[src/rtl/bus_master_port.sv]
`default_nettype none
// ============================================================================
// Module   : bus_master_port
// Purpose  : Master-side requester turning one local read/write request into
//            the backplane barq/bagd/target_ready/address_valid/data_strobe
//            handshake, with arbiter-error and local-watchdog abort.
// Revision : 1.0  initial release
// ============================================================================
module bus_master_port #(
    parameter int ADDR_W        = 16,
    parameter int DATA_W        = 16,
    parameter int LOCAL_TIMEOUT = 64
) (
    input  logic              clk,
    input  logic              rst,
    // local request side
    input  logic              req_valid_i,
    output logic              req_ready_o,
    input  logic              req_write_i,
    input  logic [ADDR_W-1:0] req_addr_i,
    input  logic [DATA_W-1:0] req_wdata_i,
    output logic              rsp_valid_o,
    output logic              rsp_error_o,
    output logic [DATA_W-1:0] rsp_rdata_o,
    // backplane side
    output logic              barq_o,
    input  logic              bagd_i,
    input  logic              target_ready_i,
    output logic              address_valid_o,
    input  logic              data_strobe_i,
    input  logic              bus_error_i,
    output logic [ADDR_W-1:0] bus_addr_o,
    output logic              bus_wr_o,
    output logic [DATA_W-1:0] bus_wdata_o,
    input  logic [DATA_W-1:0] bus_rdata_i
);

    localparam int              WD_W       = $clog2(LOCAL_TIMEOUT + 1);
    localparam logic [WD_W-1:0] c_WD_LIMIT = WD_W'(LOCAL_TIMEOUT);

    typedef enum logic [2:0] {
        S_IDLE    = 3'd0,
        S_REQ     = 3'd1,
        S_ADDR    = 3'd2,
        S_STROBE  = 3'd3,
        S_RELEASE = 3'd4
    } state_t;

    state_t            r_state;
    state_t            w_state_nxt;
    logic [WD_W-1:0]   r_wd;
    logic [WD_W-1:0]   w_wd_nxt;

    logic              r_lat_wr;
    logic [ADDR_W-1:0] r_lat_addr;
    logic [DATA_W-1:0] r_lat_wdata;
    logic              w_lat_wr_nxt;
    logic [ADDR_W-1:0] w_lat_addr_nxt;
    logic [DATA_W-1:0] w_lat_wdata_nxt;

    logic              r_req_ready;
    logic              r_rsp_valid;
    logic              r_rsp_error;
    logic [DATA_W-1:0] r_rsp_rdata;
    logic              r_barq;
    logic              r_addr_valid;
    logic [ADDR_W-1:0] r_bus_addr;
    logic              r_bus_wr;
    logic [DATA_W-1:0] r_bus_wdata;

    logic              w_req_ready_nxt;
    logic              w_rsp_valid_nxt;
    logic              w_rsp_error_nxt;
    logic [DATA_W-1:0] w_rsp_rdata_nxt;
    logic              w_barq_nxt;
    logic              w_addr_valid_nxt;
    logic [ADDR_W-1:0] w_bus_addr_nxt;
    logic              w_bus_wr_nxt;
    logic [DATA_W-1:0] w_bus_wdata_nxt;

    logic              w_in_bus;
    logic              w_abort;
    logic              w_bus_active;

    // Every output is a register loaded from the value it must show once the
    // next state is entered, so outputs change on the same edge as the state.
    always_comb begin
        w_state_nxt     = r_state;
        w_wd_nxt        = r_wd;
        w_lat_wr_nxt    = r_lat_wr;
        w_lat_addr_nxt  = r_lat_addr;
        w_lat_wdata_nxt = r_lat_wdata;
        w_rsp_valid_nxt = 1'b0;
        w_rsp_error_nxt = 1'b0;
        w_rsp_rdata_nxt = r_rsp_rdata;

        w_in_bus = (r_state == S_REQ) || (r_state == S_ADDR) || (r_state == S_STROBE);
        w_abort  = w_in_bus && (bus_error_i || (r_wd == c_WD_LIMIT));

        if (w_in_bus && (r_wd != c_WD_LIMIT)) begin
            w_wd_nxt = r_wd + WD_W'(1);
        end

        case (r_state)
            S_IDLE: begin
                if (req_valid_i) begin
                    w_lat_wr_nxt    = req_write_i;
                    w_lat_addr_nxt  = req_addr_i;
                    w_lat_wdata_nxt = req_wdata_i;
                    w_wd_nxt        = '0;
                    w_state_nxt     = S_REQ;
                end
            end
            S_REQ: begin
                // an error alongside the grant still aborts
                if (w_abort) begin
                    w_rsp_valid_nxt = 1'b1;
                    w_rsp_error_nxt = 1'b1;
                    w_state_nxt     = S_RELEASE;
                end else if (bagd_i) begin
                    w_state_nxt = S_ADDR;
                end
            end
            S_ADDR: begin
                if (w_abort) begin
                    w_rsp_valid_nxt = 1'b1;
                    w_rsp_error_nxt = 1'b1;
                    w_state_nxt     = S_RELEASE;
                end else if (target_ready_i) begin
                    w_state_nxt = S_STROBE;
                end
            end
            S_STROBE: begin
                // a completed data phase takes precedence over any abort cause
                if (data_strobe_i) begin
                    w_rsp_valid_nxt = 1'b1;
                    if (!r_lat_wr) begin
                        w_rsp_rdata_nxt = bus_rdata_i;
                    end
                    w_state_nxt = S_RELEASE;
                end else if (w_abort) begin
                    w_rsp_valid_nxt = 1'b1;
                    w_rsp_error_nxt = 1'b1;
                    w_state_nxt     = S_RELEASE;
                end
            end
            S_RELEASE: begin
                if (!bagd_i) begin
                    w_state_nxt = S_IDLE;
                end
            end
            default: begin
                w_state_nxt = S_IDLE;
            end
        endcase

        w_bus_active     = (w_state_nxt == S_ADDR) || (w_state_nxt == S_STROBE);
        w_req_ready_nxt  = (w_state_nxt == S_IDLE);
        w_barq_nxt       = (w_state_nxt == S_REQ) || w_bus_active;
        w_addr_valid_nxt = (w_state_nxt == S_STROBE);
        w_bus_addr_nxt   = w_bus_active ? w_lat_addr_nxt : '0;
        w_bus_wr_nxt     = w_bus_active && w_lat_wr_nxt;
        w_bus_wdata_nxt  = (w_bus_active && w_lat_wr_nxt) ? w_lat_wdata_nxt : '0;
    end

    always_ff @(posedge clk or posedge rst) begin
        if (rst) begin
            r_state      <= S_IDLE;
            r_wd         <= '0;
            r_lat_wr     <= 1'b0;
            r_lat_addr   <= '0;
            r_lat_wdata  <= '0;
            r_req_ready  <= 1'b1;
            r_rsp_valid  <= 1'b0;
            r_rsp_error  <= 1'b0;
            r_rsp_rdata  <= '0;
            r_barq       <= 1'b0;
            r_addr_valid <= 1'b0;
            r_bus_addr   <= '0;
            r_bus_wr     <= 1'b0;
            r_bus_wdata  <= '0;
        end else begin
            r_state      <= w_state_nxt;
            r_wd         <= w_wd_nxt;
            r_lat_wr     <= w_lat_wr_nxt;
            r_lat_addr   <= w_lat_addr_nxt;
            r_lat_wdata  <= w_lat_wdata_nxt;
            r_req_ready  <= w_req_ready_nxt;
            r_rsp_valid  <= w_rsp_valid_nxt;
            r_rsp_error  <= w_rsp_error_nxt;
            r_rsp_rdata  <= w_rsp_rdata_nxt;
            r_barq       <= w_barq_nxt;
            r_addr_valid <= w_addr_valid_nxt;
            r_bus_addr   <= w_bus_addr_nxt;
            r_bus_wr     <= w_bus_wr_nxt;
            r_bus_wdata  <= w_bus_wdata_nxt;
        end
    end

    assign req_ready_o     = r_req_ready;
    assign rsp_valid_o     = r_rsp_valid;
    assign rsp_error_o     = r_rsp_error;
    assign rsp_rdata_o     = r_rsp_rdata;
    assign barq_o          = r_barq;
    assign address_valid_o = r_addr_valid;
    assign bus_addr_o      = r_bus_addr;
    assign bus_wr_o        = r_bus_wr;
    assign bus_wdata_o     = r_bus_wdata;

endmodule
`default_nettype wire
[config.mk]
export PLATFORM = sky130hd
export DESIGN_NAME = bus_master_port
export DESIGN_NICKNAME = d
export VERILOG_FILES = /design/src/rtl/bus_master_port.sv
export SDC_FILE = /design/constraint.sdc
export NUM_CORES = 1
export LEC_CHECK = 0
export BUFFER_PORTS_ARGS = -buffer_cell sky130_fd_sc_hd__buf_4
export CAP_MARGIN = 20
export CORE_MARGIN = 3
export CORE_UTILIZATION = 30
export CTS_BUF_LIST = sky130_fd_sc_hd__clkbuf_2 sky130_fd_sc_hd__clkbuf_4 sky130_fd_sc_hd__clkbuf_8
export CTS_CLUSTER_SIZE = 14
export DETAILED_ROUTE_END_ITERATION = 6
export PLACE_DENSITY = 0.63
export SETUP_SLACK_MARGIN = 0.1
export SYNTH_ARGS = -nofsm -noshare
export SYNTH_HDL_FRONTEND = slang
export SYNTH_SLANG_ARGS = --single-unit
[constraint.sdc]
create_clock -name clk -period 3.6 [get_ports clk]
set_input_delay 0.9 -clock clk [delete_from_list [all_inputs] [get_ports clk]]
set_output_delay 0.9 -clock clk [all_outputs]
set_load 0.05 [all_outputs]
; Word-level counts from Yosys, hierarchy flattened
; Cells that the tools add are included.
[totals]
ff_bits = 97
input_bits = 56
output_inout_bits = 54
word_cells = 62
[classes]
addsub = 1
n_eq_ne = 9
mux = 25
n_bitwise = 1
n_reduce_logical = 12
[op_table]
columns = operator, count
row1 = 16-bit 2-to-1 mux, 6
row2 = 3-bit 2-to-1 mux, 8
row3 = 7-bit 2-to-1 mux, 3
row4 = 3-bit one-hot mux with 5 select lines, 1
row5 = "3-bit by 2-bit equality test with 1-bit output, second input constant", 4
row6 = "7-bit by 1-bit adder with 7-bit output, second input constant", 1
row7 = "7-bit equality test, second input constant", 1
row8 = "7-bit inequality test, second input constant", 1
row9 = "3-bit by 1-bit equality test with 1-bit output, second input constant", 2
row10 = 3-bit zero test, 2
row11 = 1-bit logical OR, 5
row12 = 1-bit 2-to-1 mux, 5
row13 = 1-bit one-hot mux with 2 select lines, 2
row14 = "3-bit equality test, second input constant", 1
row15 = 1-bit logical AND, 3
row16 = 3-bit AND reduction, 1
row17 = 2-bit OR reduction, 1
row18 = 1-bit NOT, 1

; Logic depth before layout (Yosys ltp)
; Gate-level depths: netlist of run 1.
[depth]
word_depth = 11
depth_mapped = 8
depth_no_buf = 6

; Worst setup path after synthesis of run 1
; No wires, ideal clock.
[synth_timing]
path_kind = input port to flip-flop
start = input port req_valid_i
end = register r_bus_wdata[10] (netlist: bus_wdata_o[10])
setup_ns = 0.119
t_arrival_ns = 2.181
t_required_ns = 3.481
path_slack_ns = 1.300
cell_stages = 6
path_buffers = 2
cell_sequence = nor4b_4 > mux2_2 > and3_1 > buf_4 > buf_6 > and2_1
[synth_via]
word_cells_on_any_way = 11
[synth_rtl]
columns = item, line_no
row1 = from (decl), 17  ; input logic req_valid_i,
row2 = 1-bit 2-to-1 mux, 106  ; if (req_valid_i) begin
row3 = 1-bit 2-to-1 mux, 104  ; case (r_state)
row4 = via w_lat_wr_nxt, 57  ; logic w_lat_wr_nxt;
row5 = 1-bit logical AND, -
row6 = via w_bus_wr_nxt, 78  ; logic w_bus_wr_nxt;
row7 = 16-bit 2-to-1 mux, 163  ; w_bus_wdata_nxt = (w_bus_active && w_lat_wr_nxt) ? w_lat_wdata_nxt : '0;
row8 = via w_bus_wdata_nxt[10], 79  ; logic [DATA_W-1:0] w_bus_wdata_nxt;
row9 = to (signal assigned), 196  ; r_bus_wdata <= w_bus_wdata_nxt;
row10 = to (decl), 69  ; logic [DATA_W-1:0] r_bus_wdata;
; The timed path passes the listed nets, and every way through them passes these cells.
; A chain may end at the register's enable or synchronous reset.

; Worst setup path after layout of run 1
[layout_timing]
start = register r_wd[0]
end = register r_bus_wdata[0] (netlist: bus_wdata_o[0])
[layout_via]
elab_chain_len = 10
word_cells_on_any_way = 13
[layout_rtl]
columns = item, line_no
row1 = from (decl), 51  ; logic [WD_W-1:0] r_wd;
row2 = from (signal assigned), 184  ; r_wd <= w_wd_nxt;
row3 = 7-bit equality test *, 98  ; w_abort = w_in_bus && (bus_error_i || (r_wd == c_WD_LIMIT));
row4 = 1-bit logical OR *, 98
row5 = 1-bit logical AND *, 98
row6 = 3-bit 2-to-1 mux, 141  ; end else if (w_abort) begin
row7 = 3-bit 2-to-1 mux, 135  ; if (data_strobe_i) begin
row8 = 3-bit one-hot mux with 5 select lines *, 104
row9 = 3-bit by 2-bit equality test with 1-bit output, 157  ; w_bus_active = (w_state_nxt == S_ADDR) || (w_state_nxt == S_STROBE);
row10 = 1-bit logical OR *, 157
row11 = 1-bit logical AND *, 163
row12 = 16-bit 2-to-1 mux *, 163
row13 = via w_bus_wdata_nxt[0], 79
; Mark *: on every way through the listed nets, which the timed path passes. The rest lies on a longest branch.

==> results.md, run 1 <==
* Final-layout fill cell count at 1102
* Period utilization at 69.6%
* Die boundary height at 116 um
* Crit-path max FO at 17
* Stage delay of the slowest cell on the critical path at around 0.56 ns
* Crit-path cells: inv_1 > ha_1 > nor4bb_1 > a21oi_1 > buf_4 > and3_1 > and2_1
* Category of the worst setup path capture point: flop
* Post-placement setup slack at approximately 0.9 ns
* Highest ir drop seen on vdd at 0.000348 V
* Area enclosed by the die boundary at 13300 sq um
* Arrival time of the worst setup path at 2.76 ns
* Count of different cell masters after synthesis at 32
* Most common cell after layout, fill and taps aside: buf_4
* Utilization of the core after routing at 41.2%
* Switching power as a share of total power at 36.3%
* Synth top area cells: dfrtp_1 67%, mux2_2 15%, and3_1 3.0%
* FF+latch count, synth at 97
* Clock-pin transition on the worst setup and hold timing paths at about 0.08 ns
* Critical path startpoint category: flop
* Number of global-route vias before repair at 2395
* Layout cell share with drive strength beyond 1 at 50.8%
* Pins Over Slew Limit at 0
* Maximum clock frequency at 0.399 GHz
* Area of the mapped netlist at ~3600 sq um
* Fin Clk Skew at 0.00490 ns
* Fraction of power consumed by combinational cells at about 38%
* CTS resizes at 0
* Setup TNS Final at 0 ns
* Overall die width at 116 um
* Latest clock arrival within the worst-skew pair at 0.36 ns
* Yosys Warn Count at 0
* Starting density of the core at a little under a third
* Delay-heaviest family, CP: simple AND/OR/NAND/NOR gates
* Total setup buffers inserted after CTS at 0
* Per-cell via count in the routed design at 4.57
* Cell at the root of the clock tree: clkbuf_8
* Area growth, synth to finish at 32.4%
* Number of cells produced by synthesis at between 200 and 250
* Maximum buffer depth of the clock tree at 2
* Power density over the cells at 754 nW/um^2
* Seq pwr share at ~44%
* Number of antenna violations at the first check in global routing at 0
* Detailed-placement wirelength estimate at between 5000 and 6000 um
* Highest-count cells in the layout ignoring fill and taps: 114 x buf_4, 96 x dfrtp_1, 49 x mux2_2
* RSZ-0062 raised after global routing: no
* Syn_nets at between 300 and 400
* First-pass GRT wire length at 11600 um
* Number of buffers added by the clock tree synthesis step at 9
* Number of nets in the layout at 417
* Placeable core region at 11600 sq um
* Clock Sinks at 97
* Clock Power Share at a little under a fifth
* Required time reported for the critical path endpoint at just under 4 ns
* # setup viols final at 0
* Total routing resource utilization after global routing at 11.3%
* DRC violation count after routing at 0
* Worst slew slack as a fraction of its limit at ~53%
* Sum of buffers and inverters on the critical path at 2
* Slowest cell on the critical path: nor4bb_1
* Final worst setup slack at 1.09 ns
* Proportion of synthesized chip area in sequential cells at around two thirds
* Mean routed wirelength per cell at 14.4 um
* Total of buffers placed on input and output ports at around 110
* TritonRoute pass-1 iters at 4
* Final weighted congestion of routability-driven global placement at about 0.75
* Transition time at the pin with the least slew margin at 0.703 ns
* Count of antenna diodes in the layout at 0
* Class of the worst hold path: reg2reg
* Final critical path time including I/O delays and setup at 2.51 ns
* TritonCTS clock tree: built
* Number of maximum-capacitance constraint violations at 0
* Run status: finished clean
* Count of hold-fix buffers inserted at cts at 0
* Static Leakage at 0.00241 uW
* Final hold viol count at 0
* Cell internal power dissipation at about 2300 uW
* Cell row count at 39
* ANT nets after route at 0
* Maximum number of pins on one net before global-route repair at 57
* H-Tree Level Count at 3
* Iteration-0 DRC Markers at 65
* Total gr overflow at 0
* Reported net switching power at 1300 uW
* Biggest area consumer among synthesized cells: dfrtp_1
* Area share of the largest cell type after synthesis at 66.8%
* Routed wire length at 7310 um
* Avg Inst Size Synth at 14.6 sq um
* Top-level port count at 110
* Vias after detailed routing at between 2000 and 2500
* Classification of the worst setup path: reg2reg
## cell families (layout without fill, tap and decap cells)
group | Yosys count | after routing | share of synthesized area, %
AOI/OAI and AO/OA | 22 | 22 | 4.10
xor gates and xnor gates | 1 | 1 | 0.243
adders and majority gates | 2 | 2 | 0.695
buffers and inverters | 16 | 134 | 2.16
DFF | 97 | 97 | 67.5
muxes | 50 | 50 | 15.6
and+or+nand+nor | 58 | 58 | 9.70
## final cells by class
cell class | count | area (sq um) | share of cell area [%]
tap | 143 | 179 | 3.75
timing repair buffer | 114 | 856 | 18.0
clock inverter | 2 | 12.5 | 0.263
sequential | 97 | 2430 | 51.0
inverter | 4 | 17.5 | 0.368
clock buffer | 14 | 174 | 3.65
multi-input combinational | 133 | 1100 | 23.1
## through the flow
step / std cells / area (sq um) / hold WS [ns] / power, uW
finish: 507 / 4770 / 0.495 / 3590
global placement: 490 / 4570 / 0.470 / 2940
floorplan: 246 / 3600 / 0.443 / 2570
global route: 507 / 4770 / 0.514 / 3820
CTS: 507 / 4770 / 0.492 / 3650
detailed placement: 491 / 4580 / 0.480 / 2980
## sequential cells by signal, summed over array words and instances (netlist names)
signal / flops
r_lat_wr: 1
req_ready_o: 1
address_valid_o: 1
r_lat_addr: 16
barq_o: 1
r_lat_wdata: 16
bus_wdata_o: 16
rsp_rdata_o: 16
rsp_valid_o: 1
r_wd: 7
bus_wr_o: 1
bus_addr_o: 16
rsp_error_o: 1
r_state: 3
## path summary, 6_finish.rpt
| check | startpoint | endpoint | slack, ns | cells past startpoint |
|---|---|---|---|---|
| worst min register to register | r_wd[6]$_DFF_PP0_ | r_wd[6]$_DFF_PP0_ | 0.50 | 1 |
| min in group asynchronous | rst | bus_wdata_o[6]$_DFF_PP0_ | 0.64 | 2 |
| worst max register to register | r_wd[0]$_DFF_PP0_ | bus_wdata_o[0]$_DFF_PP0_ | 1.09 | 7 |
| max in group asynchronous | rst | req_ready_o$_DFF_PP1_ | 2.15 | 3 |
| worst min-delay path | r_wd[6]$_DFF_PP0_ | r_wd[6]$_DFF_PP0_ | 0.50 | 1 |
| worst max-delay path | r_wd[0]$_DFF_PP0_ | bus_wdata_o[0]$_DFF_PP0_ | 1.09 | 7 |
## power by group through the flow
stage / Combinational, uW / Clock (uW) / Sequential [uW]
global route: 1460 / 742 / 1620
floorplan: 620 / 0 / 1950
global placement: 1350 / 0 / 1590
finish: 1360 / 660 / 1580
detailed placement: 1380 / 0 / 1600
CTS: 1380 / 697 / 1580
## layer usage
| metal | routed length, um | vias to the layer above | part of all wire [%] | GRT usage, % |
|---|---|---|---|---|
| met5 | 0 | - | 0 | 0 |
| met4 | 127 | 0 | 1.7 | 4.62 |
| met3 | 694 | 12 | 9.5 | 5.27 |
| met2 | 3370 | 85 | 46 | 17.9 |
| met1 | 3120 | 1143 | 43 | 13.4 |
| li1 | - | 1078 | - | - |
## Yosys cell counts
cell type,number
buf_1,1
o211ai_1,2
or3_1,1
nand3_1,4
a31o_2,1
inv_1,4
a21o_1,1
dfstp_2,1
nor4b_4,1
a21boi_0,1
and2_1,16
nand4_1,3
nand3b_1,2
mux2i_1,1
a31oi_1,1
buf_6,1
mux2_2,49
nor4bb_1,1
dfrtp_1,96
and3_1,17
buf_4,1
nor2_1,5
o21ai_0,5
ha_1,2
o21ba_2,1
xnor2_1,1
o31ai_1,4
nand2_1,8
clkbuf_1,4
a311oi_1,2
buf_2,5
a21oi_1,4
Note: power is estimated with default switching activity, not from simulation.
==> run 2, diff against run 1 <==
PLACE_DENSITY = 0.61   (was 0.63)
clock period = 2.5 ns   (was 3.6 ns; I/O delays follow)
==> run 2 against run 1 <==
  * Global-route usage about the same
  * Count of clock-buffer cells in the layout down 2
  * Cell area up 0.92%
  * Hold slack worse by 0.11 ns
  * Die area unchanged
  * Sequential cell count unchanged
  * Combinational power up 45%
  * Setup slack worse by 0.72 ns
  * Clock power up 67%
  * Largest cell class unchanged
==> results.md, run 2 (synthesis results as in run 1) <==
* Run status: finished clean
* Total setup buffers inserted after CTS at 0
* WL met3 at 674 um
* Worst slew slack as a fraction of its limit at ~54%
* Number of buffers added by the clock tree synthesis step at 9
* Maximum number of pins on one net before global-route repair at 98
* Number of antenna violations at the first check in global routing at 0
* Arrival time of the worst setup path at 2.38 ns
* Count of hold-fix buffers inserted at cts at 0
* Total routing resource utilization after global routing at 11.4%
* Final worst setup slack at 0.370 ns
* TritonCTS clock tree: built
* Iteration-0 DRC Markers at 94
* Category of the worst setup path capture point: flop
* Maximum buffer depth of the clock tree at 2
* RSZ-0062 raised after global routing: no
* Final-layout fill cell count at ~1100
* Final weighted congestion of routability-driven global placement at slightly below 0.7
* Mean routed wirelength per cell at between 10 and 15 um
* Required time reported for the critical path endpoint at 2.75 ns
* DRC violation count after routing at 0
* Critical path startpoint category: flop
* Latest clock arrival within the worst-skew pair at 0.36 ns
* Setup TNS Final at 0 ns
* Count of antenna diodes in the layout at 0
* Final critical path time including I/O delays and setup at roughly 2.1 ns
* Crit-path max FO at 17
* Classification of the worst setup path: reg2reg
* Post-placement setup slack at 0.312 ns
* Fin Clk Skew at ~0.016 ns
* Total of buffers placed on input and output ports at 109
* Hold Worst Slack at 0.390 ns
* Highest ir drop seen on vdd at around 0.00048 V
* Final hold viol count at 0
* Top-level port count at 110
* Vias after detailed routing at between 2000 and 2500
* Area of the multi-input gates at 1100 sq um
* Total gr overflow at 0
* Worst R2R End: bus_wdata_o[2]$_DFF_PP0_
* Die boundary height at 116 um
* Maximum clock frequency at about 0.47 GHz
* FF-to-FF path depth at 6
* Metal-1 WL at between 3000 and 4000 um
* CTS resizes at 0
* TritonRoute pass-1 iters at 4
* Number of standard cells in the final layout excluding fillers at around 510
* Clock Sinks at 97
* Cell at the root of the clock tree: clkbuf_8
* Static Leakage at 0.00243 uW
* Starting density of the core at 31.1%
* Top layer in use: met4
* Transition time at the pin with the least slew margin at 0.692 ns
* Number of maximum-capacitance constraint violations at 0
* Class of the worst hold path: in2async
* Cell row count at 39
* ANT nets after route at 0
* Layout cell share with drive strength beyond 1 at about half
* Number of global-route vias before repair at 2354
* Detailed-placement wirelength estimate at 5010 um
* Period utilization at 85.2%
* First-pass GRT wire length at around 12000 um
* Per-cell via count in the routed design at 4.54
* Area enclosed by the die boundary at between 10000 and 15000 sq um
* Reg-to-reg setup timing slack at ~0.37 ns
* Placeable core region at between 10000 and 15000 sq um
* Highest-count cells in the layout ignoring fill and taps: 113 x buf_4, 96 x dfrtp_1, 49 x mux2_2
* Routed wire length at 7350 um
* Sequential standard cell area at 2430 sq um
* Clock-pin transition on the worst setup and hold timing paths at around 0.10 ns
* Detail Route met2 WL at between 3000 and 4000 um
* Pins Over Slew Limit at 0
* Overall die width at 116 um
* Most common cell after layout, fill and taps aside: buf_4
* Number of nets in the layout at 417
* Power density over the cells at 1110 nW/um^2
* H-Tree Level Count at 3
* Area growth, synth to finish at 33.7%
* Origin of the critical flop-to-flop path: r_wd[0]$_DFF_PP0_
* # setup viols final at 0
* Cell count after placement at 491
[run 2: metal layers]
| layer | vias to the layer above | global-route usage, % |
|---|---|---|
| met5 | - | 0 |
| met4 | 0 | 5.16 |
| met3 | 12 | 4.86 |
| met2 | 84 | 17.2 |
| met1 | 1132 | 14.2 |
| li1 | 1073 | - |
[run 2: worst max-delay path: stages (launching register included)]
cell and delay [ns]:
dfrtp_1 0.43, inv_1 0.08, ha_1 0.13, nor4bb_1 0.55, a21oi_1 0.20, and3_1 0.37, and2_1 0.26
[run 2: cell type report]
type	count	share of cell area [%]
Inverter	4	0.390
Sequential cell	97	50.5
Clock inverter	4	1.46
Tap cell	143	3.72
Timing Repair Buffer	114	18.1
Clock buffer	12	3.04
Multi-Input combinational cell	133	22.8
[run 2: through the flow]
step	power (uW)	util [%]	area [sq um]
CTS	5430	41.6	4810
floorplan	3710	-	3600
global route	5660	41.6	4810
detailed placement	4300	39.7	4590
finish	5330	41.6	4810
global placement	4260	39.7	4590
[run 2: power breakdown]
group / leakage, uW / internal, uW / switching [uW]
clock network: 0.000115 / 595 / 501
registers: 0.00126 / 2050 / 215
logic: 0.00106 / 803 / 1170
[run 2: how the worst max path moves through the flow]
stage                            startpoint                         to  slack [ns]  cells past startpoint
after floorplan                 req_valid_i  bus_wdata_o[10]$_DFF_PP0_        0.47                      6
after global placement          req_valid_i   bus_wdata_o[4]$_DFF_PP0_        0.42                      5
after detailed placement        req_valid_i   bus_wdata_o[6]$_DFF_PP0_        0.31                      5
after CTS                 r_wd[0]$_DFF_PP0_   bus_wdata_o[6]$_DFF_PP0_        0.30                      6
after global routing      r_wd[1]$_DFF_PP0_   bus_wdata_o[8]$_DFF_PP0_        0.13                      6
final                     r_wd[0]$_DFF_PP0_   bus_wdata_o[2]$_DFF_PP0_        0.37                      6
